## src/rtl/lt_sequencer.sv

```systemverilog
// lt_sequencer: latency-tester controller for the 720x480 test-pattern generator.
// Arms a black screen, waits for ARM_FRAMES consecutive dark frames, switches the
// patch on at a frame boundary and times switch-on to photodiode detection in us.
// Build option: define LT_AVG4_EN to average four ARM->MEASURE passes per start.
module lt_sequencer #(
    parameter int unsigned CLKS_PER_US = 27,
    parameter logic [15:0] TIMEOUT_US  = 16'd50000,
    parameter int unsigned ARM_FRAMES  = 3
) (
    input  logic        clk27,
    input  logic        reset_n,
    input  logic        start,
    input  logic        abort,
    input  logic [1:0]  mode_sel,
    input  logic        vsync_in,
    input  logic        sensor_in,
    output logic        lt_active,
    output logic [1:0]  lt_mode,
    output logic        busy,
    output logic        result_valid,
    output logic        timeout,
    output logic [15:0] lat_result
);

    localparam int unsigned PW = (CLKS_PER_US > 1) ? $clog2(CLKS_PER_US) : 1;
    localparam int unsigned FW = $clog2(ARM_FRAMES + 1);
    localparam logic [PW-1:0] PRESC_LAST = PW'(CLKS_PER_US - 1);
    localparam logic [FW-1:0] ARM_LAST   = FW'(ARM_FRAMES);

    typedef enum logic [1:0] {
        ST_IDLE,
        ST_ARM,
        ST_MEASURE,
        ST_DONE
    } state_t;

    state_t          state;
    state_t          state_next;
    logic            sens_m;
    logic            sens_s;
    logic            vsync_r;
    logic            vsync_d;
    logic            frame_start;
    logic [1:0]      mode_r;
    logic [FW-1:0]   frm_cnt;
    logic [FW-1:0]   frm_inc;
    logic [PW-1:0]   presc;
    logic [15:0]     us_cnt;
    logic            us_timeout;
    logic            accept_start;

`ifdef LT_AVG4_EN
    logic [1:0]      pass_cnt;
    logic [17:0]     acc;
    logic [17:0]     acc_sum;
    assign acc_sum = acc + {2'b00, us_cnt};
`endif

    assign frame_start  = vsync_d & ~vsync_r;
    assign frm_inc      = frm_cnt + 1'b1;
    assign us_timeout   = (us_cnt == TIMEOUT_US);
    assign accept_start = start & ~abort;
    assign busy         = (state != ST_IDLE);
    assign lt_active    = (state == ST_ARM) || (state == ST_MEASURE);

    // Input synchronisers: 2-FF for the photodiode, edge detector on VSYNC
    always_ff @(posedge clk27 or negedge reset_n) begin
        if (!reset_n) begin
            sens_m  <= 1'b0;
            sens_s  <= 1'b0;
            vsync_r <= 1'b0;
            vsync_d <= 1'b0;
        end else begin
            sens_m  <= sensor_in;
            sens_s  <= sens_m;
            vsync_r <= vsync_in;
            vsync_d <= vsync_r;
        end
    end

    // State register
    always_ff @(posedge clk27 or negedge reset_n) begin
        if (!reset_n) begin
            state <= ST_IDLE;
        end else begin
            state <= state_next;
        end
    end

    // Next-state decode; abort overrides every busy-state transition
    always_comb begin
        state_next = state;
        case (state)
            ST_IDLE: begin
                if (accept_start) begin
                    state_next = ST_ARM;
                end
            end
            ST_ARM: begin
                if (abort) begin
                    state_next = ST_IDLE;
                end else if (frame_start && !sens_s && (frm_inc == ARM_LAST)) begin
                    state_next = ST_MEASURE;
                end
            end
            ST_MEASURE: begin
                if (abort) begin
                    state_next = ST_IDLE;
                end else if (sens_s) begin
`ifdef LT_AVG4_EN
                    state_next = (pass_cnt == 2'd3) ? ST_DONE : ST_ARM;
`else
                    state_next = ST_DONE;
`endif
                end else if (us_timeout) begin
                    state_next = ST_DONE;
                end
            end
            ST_DONE: begin
                state_next = ST_IDLE;
            end
            default: begin
                state_next = ST_IDLE;
            end
        endcase
    end

    // Datapath: frame counter, us timer, result registers, patch mode
    always_ff @(posedge clk27 or negedge reset_n) begin
        if (!reset_n) begin
            mode_r       <= '0;
            lt_mode      <= '0;
            frm_cnt      <= '0;
            presc        <= '0;
            us_cnt       <= '0;
            result_valid <= 1'b0;
            timeout      <= 1'b0;
            lat_result   <= '0;
`ifdef LT_AVG4_EN
            pass_cnt     <= '0;
            acc          <= '0;
`endif
        end else begin
            // Patch appears on the same edge MEASURE is entered, black otherwise
            lt_mode <= (state_next == ST_MEASURE) ? mode_r : 2'b00;
            case (state)
                ST_IDLE: begin
                    if (accept_start) begin
                        mode_r       <= mode_sel;
                        result_valid <= 1'b0;
                        timeout      <= 1'b0;
                        frm_cnt      <= '0;
`ifdef LT_AVG4_EN
                        pass_cnt     <= '0;
                        acc          <= '0;
`endif
                    end
                end
                ST_ARM: begin
                    presc  <= '0;
                    us_cnt <= '0;
                    if (frame_start) begin
                        frm_cnt <= sens_s ? '0 : frm_inc;
                    end
                end
                ST_MEASURE: begin
                    if (!abort) begin
                        if (presc == PRESC_LAST) begin
                            presc <= '0;
                            if (!us_timeout) begin
                                us_cnt <= us_cnt + 16'd1;
                            end
                        end else begin
                            presc <= presc + 1'b1;
                        end
                        if (sens_s) begin
`ifdef LT_AVG4_EN
                            if (pass_cnt == 2'd3) begin
                                lat_result <= acc_sum[17:2];
                            end else begin
                                acc      <= acc_sum;
                                pass_cnt <= pass_cnt + 2'd1;
                                frm_cnt  <= '0;
                            end
`else
                            lat_result <= us_cnt;
`endif
                        end else if (us_timeout) begin
                            lat_result <= 16'hFFFF;
                            timeout    <= 1'b1;
                        end
                    end
                end
                ST_DONE: begin
                    if (!abort) begin
                        result_valid <= 1'b1;
                    end
                end
                default: begin
                end
            endcase
        end
    end

endmodule
```

## config.mk

```make
export PLATFORM = sky130hd
export DESIGN_NAME = lt_sequencer
export DESIGN_NICKNAME = d
export VERILOG_FILES = /design/src/rtl/lt_sequencer.sv
export SDC_FILE = /design/constraint.sdc
export NUM_CORES = 1
export LEC_CHECK = 0
export BUFFER_PORTS_ARGS = -buffer_cell sky130_fd_sc_hd__buf_2
export CAP_MARGIN = 15
export CORE_MARGIN = 8
export CORE_UTILIZATION = 52
export CTS_CLUSTER_SIZE = 14
export DETAILED_ROUTE_END_ITERATION = 16
export HOLD_SLACK_MARGIN = 0.15
export PLACE_DENSITY = 0.79
export SETUP_SLACK_MARGIN = 0.2
export SLEW_MARGIN = 15
export SYNTH_ARGS = -nofsm -noshare
export SYNTH_HDL_FRONTEND = slang
export SYNTH_SLANG_ARGS = --single-unit
export TNS_END_PERCENT = 20
```

## constraint.sdc

```tcl
create_clock -name clk27 -period 2.1 [get_ports clk27]
set_input_delay 0.63 -clock clk27 [delete_from_list [all_inputs] [get_ports clk27]]
set_output_delay 0.63 -clock clk27 [all_outputs]
set_load 0.01 [all_outputs]
```

==> flow_summary.toml <==
[finish]
syn_to_final_growth_pct = 26.62
diodes = 0
nNetsFinal = 305
layout-drive-gt1-share = 0.3633
fillers = 319

[clock_tree]
cts_sinks = 51
htree_levels = 2
clkLatencyLatePin_ps = 300
numCtsBuffers = 5
clk_pin_slew_worst_paths_ps = 90
clockRootBuffer = "clkbuf_8"
cts.hold.buffers_added = 0
cts_tree = "yes"
clk_path_buf_depth = 2

[synth]
synth-xor-area-share = 0.04275
synth_fa_ha_area_frac = 0.04580
synth_mux_area_frac = 0.02646
yosysMostFrequentCell = "dfrtp_1"
synth_compound_area_frac = 0.1445
yosysTopAreaCellShare = 0.5191
yosys-top-cells-area = "dfrtp_1 (52%), ha_1 (4.6%), o22a_1 (3.6%)"
synth_top_family_by_area = "simple AND/OR/NAND/NOR gates"
synth_edf_count = 0
synthSimpleGateAreaFrac = 0.1832
syn_avg_cell_area_um2 = 10.93
yosysSeqAreaShare = 0.5191
syn_area_um2 = 2459
synthArstFlopShare = 1.000
syn_nets = 242
synth_common_cells = "dfrtp_1 (51), nor2_1 (21), nand2_1 (16)"
synth_top_area_cell = "dfrtp_1"
ys_ff_latch = 51
ys_warn_count = 0
synth_flop_cell = "dfrtp_1"
synth_cells = 225
synth_cell_types = 48

[floorplan]
dieArea_um2 = 7184
io_pins = 30
rows = 25
die_x_um = 84.76
fp.dieH_um = 84.76
initial_core_util = 0.5311
fp.coreArea_um2 = 4629

[sta]
rsz0062_at_grt = "yes"
skew_ps = 4.080
final_max_slew_viol_count = 0
slew_headroom = 0.6162
fin_crit_ps = 2000
tightest_slew_ps = 574.4
fin_tns_setup_ps = 0
max_freq_ghz = 0.5000
setup_slack_ps = 99.95
hold_viol = 0
fin_crit_sh = 0.9524
setup_viol = 0

[global_route]
grt_max_degree = 52
grt_pass1_vias = 1887
grt_use_total = 0.1533
grt_pass1_wl_um = 8990
grt_overflow = 0
antenna_found_initial = 0

[setup_path]
cp.arrival_ps = 2240
crit_path_top_delay_cell = "dfrtp_1"
critPathBufInv = 3
crit_top_cell = "buf_6"
crit_fanout = 9
cp_slowest_stage_delay_ps = 390
critPathKind = "reg2reg"
crit_family = "simple AND/OR/NAND/NOR gates"
start_kind = "register"
cp_cell_sequence = "inv_1 -> ha_4 -> or3b_4 -> nor4_4 -> buf_6 -> nor2_2 -> nor2_4 -> buf_6 -> o22a_1"
crit_path_end_kind = "register"
crit_required_ps = 2340

[place]
dp_hpwl_um = 3787
port_buffers = 29
pre_cts_ws_ps = 106.9
place_congestion = 0.8915

[detailed_routing]
drtIter0Drc = 120
drt-total-wl_um = 5407
vias = 1955
detail_route.wl_per_cell_um = 15.76
ant_nets = 0
first_pass_iters = 4
vias_per_cell = 5.700
drc = 0

[power]
ir_worst_vdd_mv = 0.4171
power_mw = 2.483
p_leak_nw = 1.464
power_density_nw_per_um2 = 797.6

[flow_run]
cap_viol_max_count = 0

[hold_path]
hp-class = "in2async"

[status]
run_status = "finished clean"
## worst paths after layout
kind,startpoint,to,slack [ps],depth (start not counted)
max in group asynchronous,reset_n,timeout,1580,2
worst max-delay path,us_cnt[1],lat_result[2],100,9
min in group clk27,sens_m,sens_s,360,0
worst max register to register,us_cnt[1],lat_result[2],100,9
worst min-delay path,reset_n,us_cnt[7],310,2
worst min register to register,sens_m,sens_s,360,0
## metal layers
layer  vias to the layer above  share of wire  GRT usage
met2                        60           0.50     0.2513
met1                       956           0.43     0.1944
met5                         -              0          0
met4                         0          0.015    0.04531
met3                         8          0.054    0.03707
li1                        931              -          -
## final cells by class
cell class	count	area (um2)	area share
clock inverter	2	35.03	0.01125
timing repair buffer	62	420.4	0.1350
clock buffer	6	82.58	0.02653
tap	54	67.56	0.02170
sequential	51	1276	0.4100
multi-input combinational	156	1186	0.3810
inverter	12	45.04	0.01447
## flip-flops by register name, summed over array words and instances, names as in the netlist
| name | flops |
|---|---|
| frm_cnt | 2 |
| lat_result | 16 |
| presc | 5 |
| sens_m | 1 |
| state | 2 |
| mode_r | 2 |
| vsync_r | 1 |
| result_valid | 1 |
| timeout | 1 |
| sens_s | 1 |
| vsync_d | 1 |
| us_cnt | 16 |
| lt_mode | 2 |
## through the flow
stage / hold slack (ps) / std cells / area [um2] / util
2_1_floorplan: 331.2 / 225 / 2482 / -
3_3_place_gp: 333.3 / 326 / 2839 / 0.6132
3_5_place_dp: 337.0 / 326 / 2839 / 0.6132
4_1_cts: 306.7 / 341 / 3023 / 0.6530
5_1_grt: 318.5 / 343 / 3113 / 0.6724
6_report: 305.1 / 343 / 3113 / 0.6724
## worst reg2reg max path: stages (launching register included)
cell     delay, ps
dfrtp_1        390
inv_1          100
ha_4           130
or3b_4         380
nor4_4         320
buf_6          170
nor2_2          50
nor2_4         110
buf_6          150
o22a_1         150
## logic make-up after synthesis
| family | after synthesis |
|---|---|
| XOR/XNOR | 12 |
| buffers and inverters | 18 |
| adder cells (fa/ha/maj) | 9 |
| AND/OR/NAND/NOR | 81 |
| AO/OA/AOI/OAI | 48 |
| flip-flops | 51 |
| multiplexers | 6 |
## timing repair
item / 4_1_cts / 5_1_grt
gates resized for setup: 5 / 15
pin swaps: 4 / 8
buffers inserted: 7 / 2
endpoints found under the setup margin: 24 / 35
## placed cells by master (no fill, tap or decap), types with 5 or more instances in the layout
cell	count
clkbuf_8	6
inv_1	10
dfrtp_1	51
xnor2_1	8
a21oi_1	8
nand4_1	6
nor3_1	5
nand2b_1	5
o22a_2	6
nand2_1	15
o22a_1	10
nor2_1	21
buf_2	29
o21ai_0	8
buf_4	28
ha_1	6
## power by group
| part | internal, mW | switching, mW |
|---|---|---|
| clock network | 0.386 | 0.313 |
| registers | 1.06 | 0.0468 |
| logic | 0.297 | 0.378 |
| total | 1.74 | 0.738 |
No activity file was read; power rests on OpenSTA's default activity.
